## src/rtl/multi_channel_clock_divider.sv

```systemverilog
// Multi-channel programmable clock/tick divider.
// Each channel divides clk by its own divisor D. It produces a divided clock
// that is high for ceil(D/2) cycles and a one-cycle tick at each period start.
// A new divisor waits in a pending register and takes effect only at a period
// boundary. sync_restart restarts all enabled channels in phase.
//
// Ports:
//   clk          system clock, rising edge
//   rst          synchronous active-high reset
//   en           per-channel run enable
//   wr_en        divisor write strobe
//   wr_ch        channel index for the write (out-of-range indices are ignored)
//   wr_div       divisor value to write
//   sync_restart one-cycle strobe that restarts every enabled channel
//   clk_out      registered divided clock per channel
//   tick         registered one-cycle period-start pulse per channel
//   pend         registered flag: a written divisor is waiting to be applied
module multi_channel_clock_divider #(
    parameter int unsigned NUM_CH      = 4,
    parameter int unsigned DIV_W       = 16,
    parameter int unsigned DEFAULT_DIV = 4,
    localparam int unsigned CH_W       = (NUM_CH > 1) ? $clog2(NUM_CH) : 1
) (
    input  logic              clk,
    input  logic              rst,
    input  logic [NUM_CH-1:0] en,
    input  logic              wr_en,
    input  logic [CH_W-1:0]   wr_ch,
    input  logic [DIV_W-1:0]  wr_div,
    input  logic              sync_restart,
    output logic [NUM_CH-1:0] clk_out,
    output logic [NUM_CH-1:0] tick,
    output logic [NUM_CH-1:0] pend
);

    localparam logic [DIV_W-1:0] DEF_DIV = DIV_W'(DEFAULT_DIV);

    logic [DIV_W-1:0]  cnt_q  [NUM_CH];
    logic [DIV_W-1:0]  act_q  [NUM_CH];
    logic [DIV_W-1:0]  pdiv_q [NUM_CH];
    logic [NUM_CH-1:0] pend_q;
    logic [NUM_CH-1:0] prev_en_q;
    logic [NUM_CH-1:0] clk_q;
    logic [NUM_CH-1:0] tick_q;

    logic [DIV_W-1:0]  cnt_d  [NUM_CH];
    logic [DIV_W-1:0]  act_d  [NUM_CH];
    logic [DIV_W-1:0]  pdiv_d [NUM_CH];
    logic [NUM_CH-1:0] pend_d;
    logic [NUM_CH-1:0] clk_d;
    logic [NUM_CH-1:0] tick_d;

    logic [DIV_W-1:0]  d_sel   [NUM_CH];
    logic [DIV_W-1:0]  cnt_inc [NUM_CH];
    logic [DIV_W:0]    hi      [NUM_CH];
    logic              wr_hit;

    assign wr_hit = wr_en && (32'(wr_ch) < NUM_CH);

    // Next-state logic per channel
    always_comb begin
        for (int i = 0; i < NUM_CH; i++) begin
            // Divisor that governs a period starting at this edge
            d_sel[i]   = pend_q[i] ? pdiv_q[i] : act_q[i];
            cnt_inc[i] = cnt_q[i] + DIV_W'(1);
            hi[i]      = ({1'b0, act_q[i]} + (DIV_W + 1)'(1)) >> 1;

            cnt_d[i]  = cnt_q[i];
            act_d[i]  = act_q[i];
            pdiv_d[i] = pdiv_q[i];
            pend_d[i] = pend_q[i];
            clk_d[i]  = 1'b0;
            tick_d[i] = 1'b0;

            if (!en[i]) begin
                // Idle channel: park at phase 0, pending divisor lands at once
                cnt_d[i]  = '0;
                act_d[i]  = d_sel[i];
                pend_d[i] = 1'b0;
            end else if (!prev_en_q[i] || sync_restart || (act_q[i] == '0) ||
                         (cnt_q[i] >= act_q[i] - DIV_W'(1))) begin
                // Period boundary: enable edge, restart, stopped (D=0) or wrap.
                // The applied divisor already shapes this edge's outputs.
                cnt_d[i]  = '0;
                act_d[i]  = d_sel[i];
                pend_d[i] = 1'b0;
                tick_d[i] = (d_sel[i] != '0);
                clk_d[i]  = (d_sel[i] != '0);
            end else begin
                cnt_d[i] = cnt_inc[i];
                clk_d[i] = ({1'b0, cnt_inc[i]} < hi[i]);
            end

            // A write lands after any application, so it stays pending
            if (wr_hit && (wr_ch == CH_W'(i))) begin
                pdiv_d[i] = wr_div;
                pend_d[i] = 1'b1;
            end
        end
    end

    // State and output registers
    always_ff @(posedge clk) begin
        if (rst) begin
            for (int i = 0; i < NUM_CH; i++) begin
                cnt_q[i]  <= '0;
                act_q[i]  <= DEF_DIV;
                pdiv_q[i] <= DEF_DIV;
            end
            pend_q    <= '0;
            prev_en_q <= '0;
            clk_q     <= '0;
            tick_q    <= '0;
        end else begin
            for (int i = 0; i < NUM_CH; i++) begin
                cnt_q[i]  <= cnt_d[i];
                act_q[i]  <= act_d[i];
                pdiv_q[i] <= pdiv_d[i];
            end
            pend_q    <= pend_d;
            prev_en_q <= en;
            clk_q     <= clk_d;
            tick_q    <= tick_d;
        end
    end

    assign clk_out = clk_q;
    assign tick    = tick_q;
    assign pend    = pend_q;

endmodule
```

## config.mk

```make
export PLATFORM = sky130hd
export DESIGN_NAME = multi_channel_clock_divider
export DESIGN_NICKNAME = d
export VERILOG_FILES = /design/src/rtl/multi_channel_clock_divider.sv
export SDC_FILE = /design/constraint.sdc
export NUM_CORES = 1
export LEC_CHECK = 0
export BUFFER_PORTS_ARGS = -buffer_cell sky130_fd_sc_hd__buf_2
export CAP_MARGIN = 20
export CORE_MARGIN = 5
export CORE_UTILIZATION = 44
export DETAILED_ROUTE_END_ITERATION = 7
export PLACE_DENSITY_LB_ADDON = 0.15
export REMOVE_ABC_BUFFERS = 1
export SLEW_MARGIN = 10
export SYNTH_ARGS = -nofsm -noshare
export SYNTH_HDL_FRONTEND = slang
export SYNTH_SLANG_ARGS = --single-unit
```

## constraint.sdc

```tcl
create_clock -name clk -period 10.5 [get_ports clk]
set_clock_uncertainty 0.1 [all_clocks]
set_input_delay 1.05 -clock clk [delete_from_list [all_inputs] [get_ports clk]]
set_output_delay 1.05 -clock clk [all_outputs]
set_load 0.005 [all_outputs]
```

* Yosys cells after proc, flatten, opt, wreduce, memory -nomap -nowiden *
Memory sizes are Yosys's and may differ from the RTL's.
Cells that the tools add are included.

storage, ports and cells
  logic and storage cells = 155
  register bits after elaboration = 16
  output and inout port bits = 12
  input port bits = 26
  memories kept = 3
  bits in latches = 0
  ROM bits = 0
  memory bits (writable) = 192

memories
  name    words  bits a word  read ports  clocked after Yosys merged registers in  wr ports  line  source
  act_q   4      16           4           0                                        4         39    logic [DIV_W-1:0] act_q [NUM_CH];
  cnt_q   4      16           4           0                                        4         38    logic [DIV_W-1:0] cnt_q [NUM_CH];
  pdiv_q  4      16           4           0                                        4         40    logic [DIV_W-1:0] pdiv_q [NUM_CH];

operators by class
  magnitude comparators = 8
  bitwise gates (word level) = 20
  multipliers = 0
  shift operators = 0
  multiplexer cells = 55
  div/mod/pow operators = 0
  equal/unequal tests = 7
  $add $sub $neg = 12
  reductions and logical operators = 37

operators by type and width
  kind                   number
  $mux 16                36
  $add 16x1->17 const B  4
  $add 16x1->16 const B  4
  $ge 16x16->1           4
  $logic_not 16->1       4
  $lt 16x16->1           4
  $reduce_bool 16->1     4
  $sub 16x1->16 const B  4
  $mux 1                 19
  $logic_or 1x1->1       12
  $ne 3x1->1 const B     4
  $or 1x1->1             12
  $reduce_or 3->1        4
  $not 1->1              8
  $reduce_or 2->1        4
  $eq 2x2->1 const B     2
  $logic_and 1x1->1      4
  $logic_not 1->1        4
  $eq 2x1->1 const B     1
  $logic_not 2->1        1

* Depth between registers and ports, before layout *
  depth after elaboration = 7
  depth in mapped cells = 17
  depth with buffers taken out = 15

* Worst setup path after synthesis *
Ideal clock, no wire load.

  kind = register to register
  from = mem act_q[1][2]
  to = mem act_q[1][7]
  required time = 10.272 ns
  period minus slack after synthesis = 3.766 ns
  arrival time = 3.538 ns
  library setup time = 0.128 ns
  path buffers = 3
  cell stages (with the launch flop) = 17
  setup slack = 6.734 ns
  cell sequence = dfxtp_1 -> buf_2 -> nor3_1 -> nor3b_1 -> nand2_1 -> or3_1 -> nor3_1 -> xnor2_1 -> ha_1 -> nand4_1 -> or4_1 -> nor3_1 -> o41ai_1 -> buf_2 -> buf_2 -> mux2i_1 -> nor2_1

RTL lines
  what         line
  from (decl)  39

==> results.md <==
- Tightest Hold Check Type: reg -> reg
- Router iterations before antenna repair: 5
- Synth unique cells: 66
- Final setup violation count: 0
- Htree depth: 1
- Number of synthesized register bits: around 210
- Slack of the critical path: a little over 6 ns
- Critical path arrival: roughly 4.6 ns
- Residual DRC: 0
- CTS tree: yes
- Top post-synthesis cells by area: dfxtp_1, ha_1, nand2_1
- Outcome: complete, no violations
- Reg2reg start: act_q[1][0]$_SDFFE_PP0P_
- Post-CTS resize count: 0
- EDFF count, synth: 0
- Total grt overflow: 0
- CTS buffer count: 26
- Vias: around 11000
- Mapped cell area: between 10000 and 15000 sq um
- Slew Viols, Final: 0
- Pwr Total: roughly 1.8 mW
- Post-CTS setup buffer count: 0
- Post-synth top area share: 0.3124
- FMAX: about 0.23 GHz
- Dominant synthesized flop cell: dfxtp_1
- Routed wire per std cell: 16.79 microns
- Worst-path clk slew: approximately 0.060 ns
- Die Y: 184.1 microns
- RePlAce Congestion: about 0.85
- Hold buffer count at CTS: 0
- Sequential power share: 0.442
- Hold Vio Cnt, Final: 0
- Die W: approximately 180 microns
- Total GRT Usage: 0.1970
- Initial antenna violation count: 1
- Pint: 1.413 mW
- Crit path launch type: register
- Synth warnings: 0
- Clk buf depth: 3
- Hold WS: between 0.3 and 0.4 ns
- Async set-reset flop share out of synthesis: 0
- Slew headroom: 0.2950
- Area Growth Syn to Fin: 8.870%
- DR iter-0 viols: between 600 and 700
- Syn Inst Count: roughly 1600
- Share of the clock period used by the worst path: 0.4089
- Core area: a little under 30000 sq um
- LEAKAGE: a little under 6 nW
- Reg area: about 4200 sq um
- Clock Latency Late Sink: around 0.54 ns
- Net Sw Power: between 400 and 500 uW
- CP Data Required Time: between 10 and 15 ns
- Pwr Density: around 130 nW/um^2
- Sum of negative setup slack: 0 ns
- Maxcap violations: 0
- RSZ-0062 raised after global routing: no
- Peak supply drop: about 0.12 mV
- Largest area contributor in the netlist: dfxtp_1
- Share of cells above drive strength 1: 0.06466
- Sw Ratio: 0.2346
- # port buffers: 37
- Die footprint: ~34000 sq um
- Sequential share of the synthesized area: 0.3124
- Starting Density: 0.4474
- CP endpoint kind: register
- DR vias/cell: 5.564
- Ports: 38
- Fillers: between 2000 and 3000
- Final min period: 4.294 ns
- Vias in the first global route: between 10000 and 15000
- Remaining antenna violation count: 0
- Core Rows: 63
- Hold Startpoint: pdiv_q[1][11]$_SDFFE_PP0P_
- Worst setup startpoint: act_q[1][0]$_SDFFE_PP0P_
- Multi-input gate area: between 8000 and 9000 sq um
- Kind of critical path: reg -> reg
- Clock network fraction of total power: 0.505
- Global-route wire length before repair: 56.15 mm
- Nets: between 1500 and 2000
- Logic pwr share: 0.054
- Post-layout util: 0.4871
- Drt total wl: ~34 mm
- Root cell of the clock tree: clkbuf_16
- Clk sink count: about 210
- Largest net degree at the start of global routing: a little over 60
- Worst Path Max Fanout: 9
- Dpl ws: ~6.1 ns
- Worst slew pin tran: about 1.1 ns
- Post-DP HPWL: ~25 mm
- Avg Inst Size Synth: 8.104 sq um
==> kinds of logic after synthesis <==
kind of cell               count (synthesis)  share of synthesized area
and+or+nand+nor                          731                     0.2697
AOI/OAI and AO/OA                        218                     0.1032
DFF                                      208                     0.3124
xor gates and xnor gates                 166                     0.1091
buffers and inverters                    140                    0.04355
adders and majority gates                136                     0.1277
muxes                                     46                    0.03454
==> metal layers <==
metal | vias to the layer above | wire (microns) | global-route usage
met2 | 184 | 15060 | 0.3092
met1 | 5278 | 16840 | 0.2923
li1 | 5714 | - | -
met3 | 35 | 1227 | 0.02176
met4 | 0 | 715 | 0.04200
met5 | - | 0 | 0
==> through the flow <==
step                instance area [sq um]  std cells
floorplan                           12860       1535
global placement                    13590       1966
detailed placement                  13600       1967
CTS                                 14500       2013
global route                        14510       2015
finish                              14510       2015
==> cell usage in the layout, fill, tap and decap left out, drive strengths merged, types with 3 or more instances in the layout <==
cell / synthesis / final
xnor2: 98 / 98
nor3b: 9 / 9
a41oi: 3 / 3
a22oi: 3 / 3
nand2: 252 / 252
nor2b: 35 / 35
o22ai: 4 / 4
clkbuf: 84 / 32
nand2b: 11 / 11
nor4b: 5 / 5
mux2i: 46 / 46
a21o: 11 / 11
and3: 59 / 59
inv: 29 / 29
o311ai: 17 / 17
or2: 3 / 3
xor2: 68 / 68
nand3: 62 / 62
clkinv: 1 / 10
buf: 26 / 43
nor4: 33 / 33
nor2: 125 / 125
dfxtp: 208 / 208
a31oi: 17 / 17
a2111oi: 8 / 8
o211ai: 5 / 5
or4: 28 / 28
and4: 7 / 7
nor3: 61 / 61
a21oi: 106 / 106
o21ai: 18 / 18
o21a: 5 / 5
or3: 5 / 5
nand4: 31 / 31
bufinv: 0 / 4
ha: 136 / 136
a211oi: 4 / 4
==> cells in the mapped netlist, types with 3 or more instances <==
master	number
nand2_1	251
dfxtp_1	208
ha_1	136
nor2_1	124
a21oi_1	106
xnor2_1	98
clkbuf_1	84
xor2_1	68
nand3_1	62
nor3_1	61
and3_1	59
mux2i_1	46
nor2b_1	35
nand4_1	31
nor4_1	31
inv_1	28
or4_1	27
buf_2	19
o21ai_0	18
a31oi_1	17
a21o_1	11
nand2b_1	11
o311ai_1	10
nor3b_1	9
and4_1	7
o311ai_0	7
a2111oi_0	6
o211ai_1	5
o21a_1	5
or3_1	5
a211oi_1	4
buf_1	4
nor4b_1	4
o22ai_1	4
a22oi_1	3
or2_2	3
==> layout make-up <==
class | count | share of cell area
diodes | 1 | 0.0001724
clock buffers | 32 | 0.04914
clock inverters | 14 | 0.01267
inverters | 30 | 0.007759
multi-input cells | 1297 | 0.5934
flip-flops and latches | 208 | 0.2869
well taps | 390 | 0.03362
repair buffers | 43 | 0.01629
==> worst paths after layout <==
path	endpoint	slack (ns)	cells past startpoint
max	clk_out[1]$_SDFF_PP0_	6.21	14
min	pdiv_q[1][11]$_SDFFE_PP0P_	0.37	2
max reg2reg	clk_out[1]$_SDFF_PP0_	6.21	14
min reg2reg	pdiv_q[1][11]$_SDFFE_PP0P_	0.37	2
==> state kept, by name (all words and copies together), names as in the netlist <==
name	count
act_q	64
prev_en_q	4
clk_out	4
pdiv_q	64
cnt_q	64
tick	4
pend	4
==> power groups by stage <==
stage / clock network [mW] / registers [mW] / logic (mW)
2_1_floorplan: 0 / 0.829 / 0.0534
3_3_place_gp: 0 / 0.833 / 0.0976
3_5_place_dp: 0 / 0.833 / 0.0984
4_1_cts: 0.957 / 0.816 / 0.0989
5_1_grt: 0.986 / 0.817 / 0.111
6_report: 0.932 / 0.816 / 0.0991
==> critical path, cell delays in order, from the launching register on <==
cell	delay (ns)
dfxtp_1	0.34
inv_1	0.13
ha_1	0.20
nor4b_1	0.67
nand2_1	0.20
nor4_1	0.38
xnor2_1	0.11
ha_1	0.20
a211o_1	0.26
o211ai_1	0.08
nand4_1	0.16
nor3_1	0.67
buf_4	0.28
nor2b_1	0.05
a2111oi_0	0.33
(Power assumes the default switching activity.)
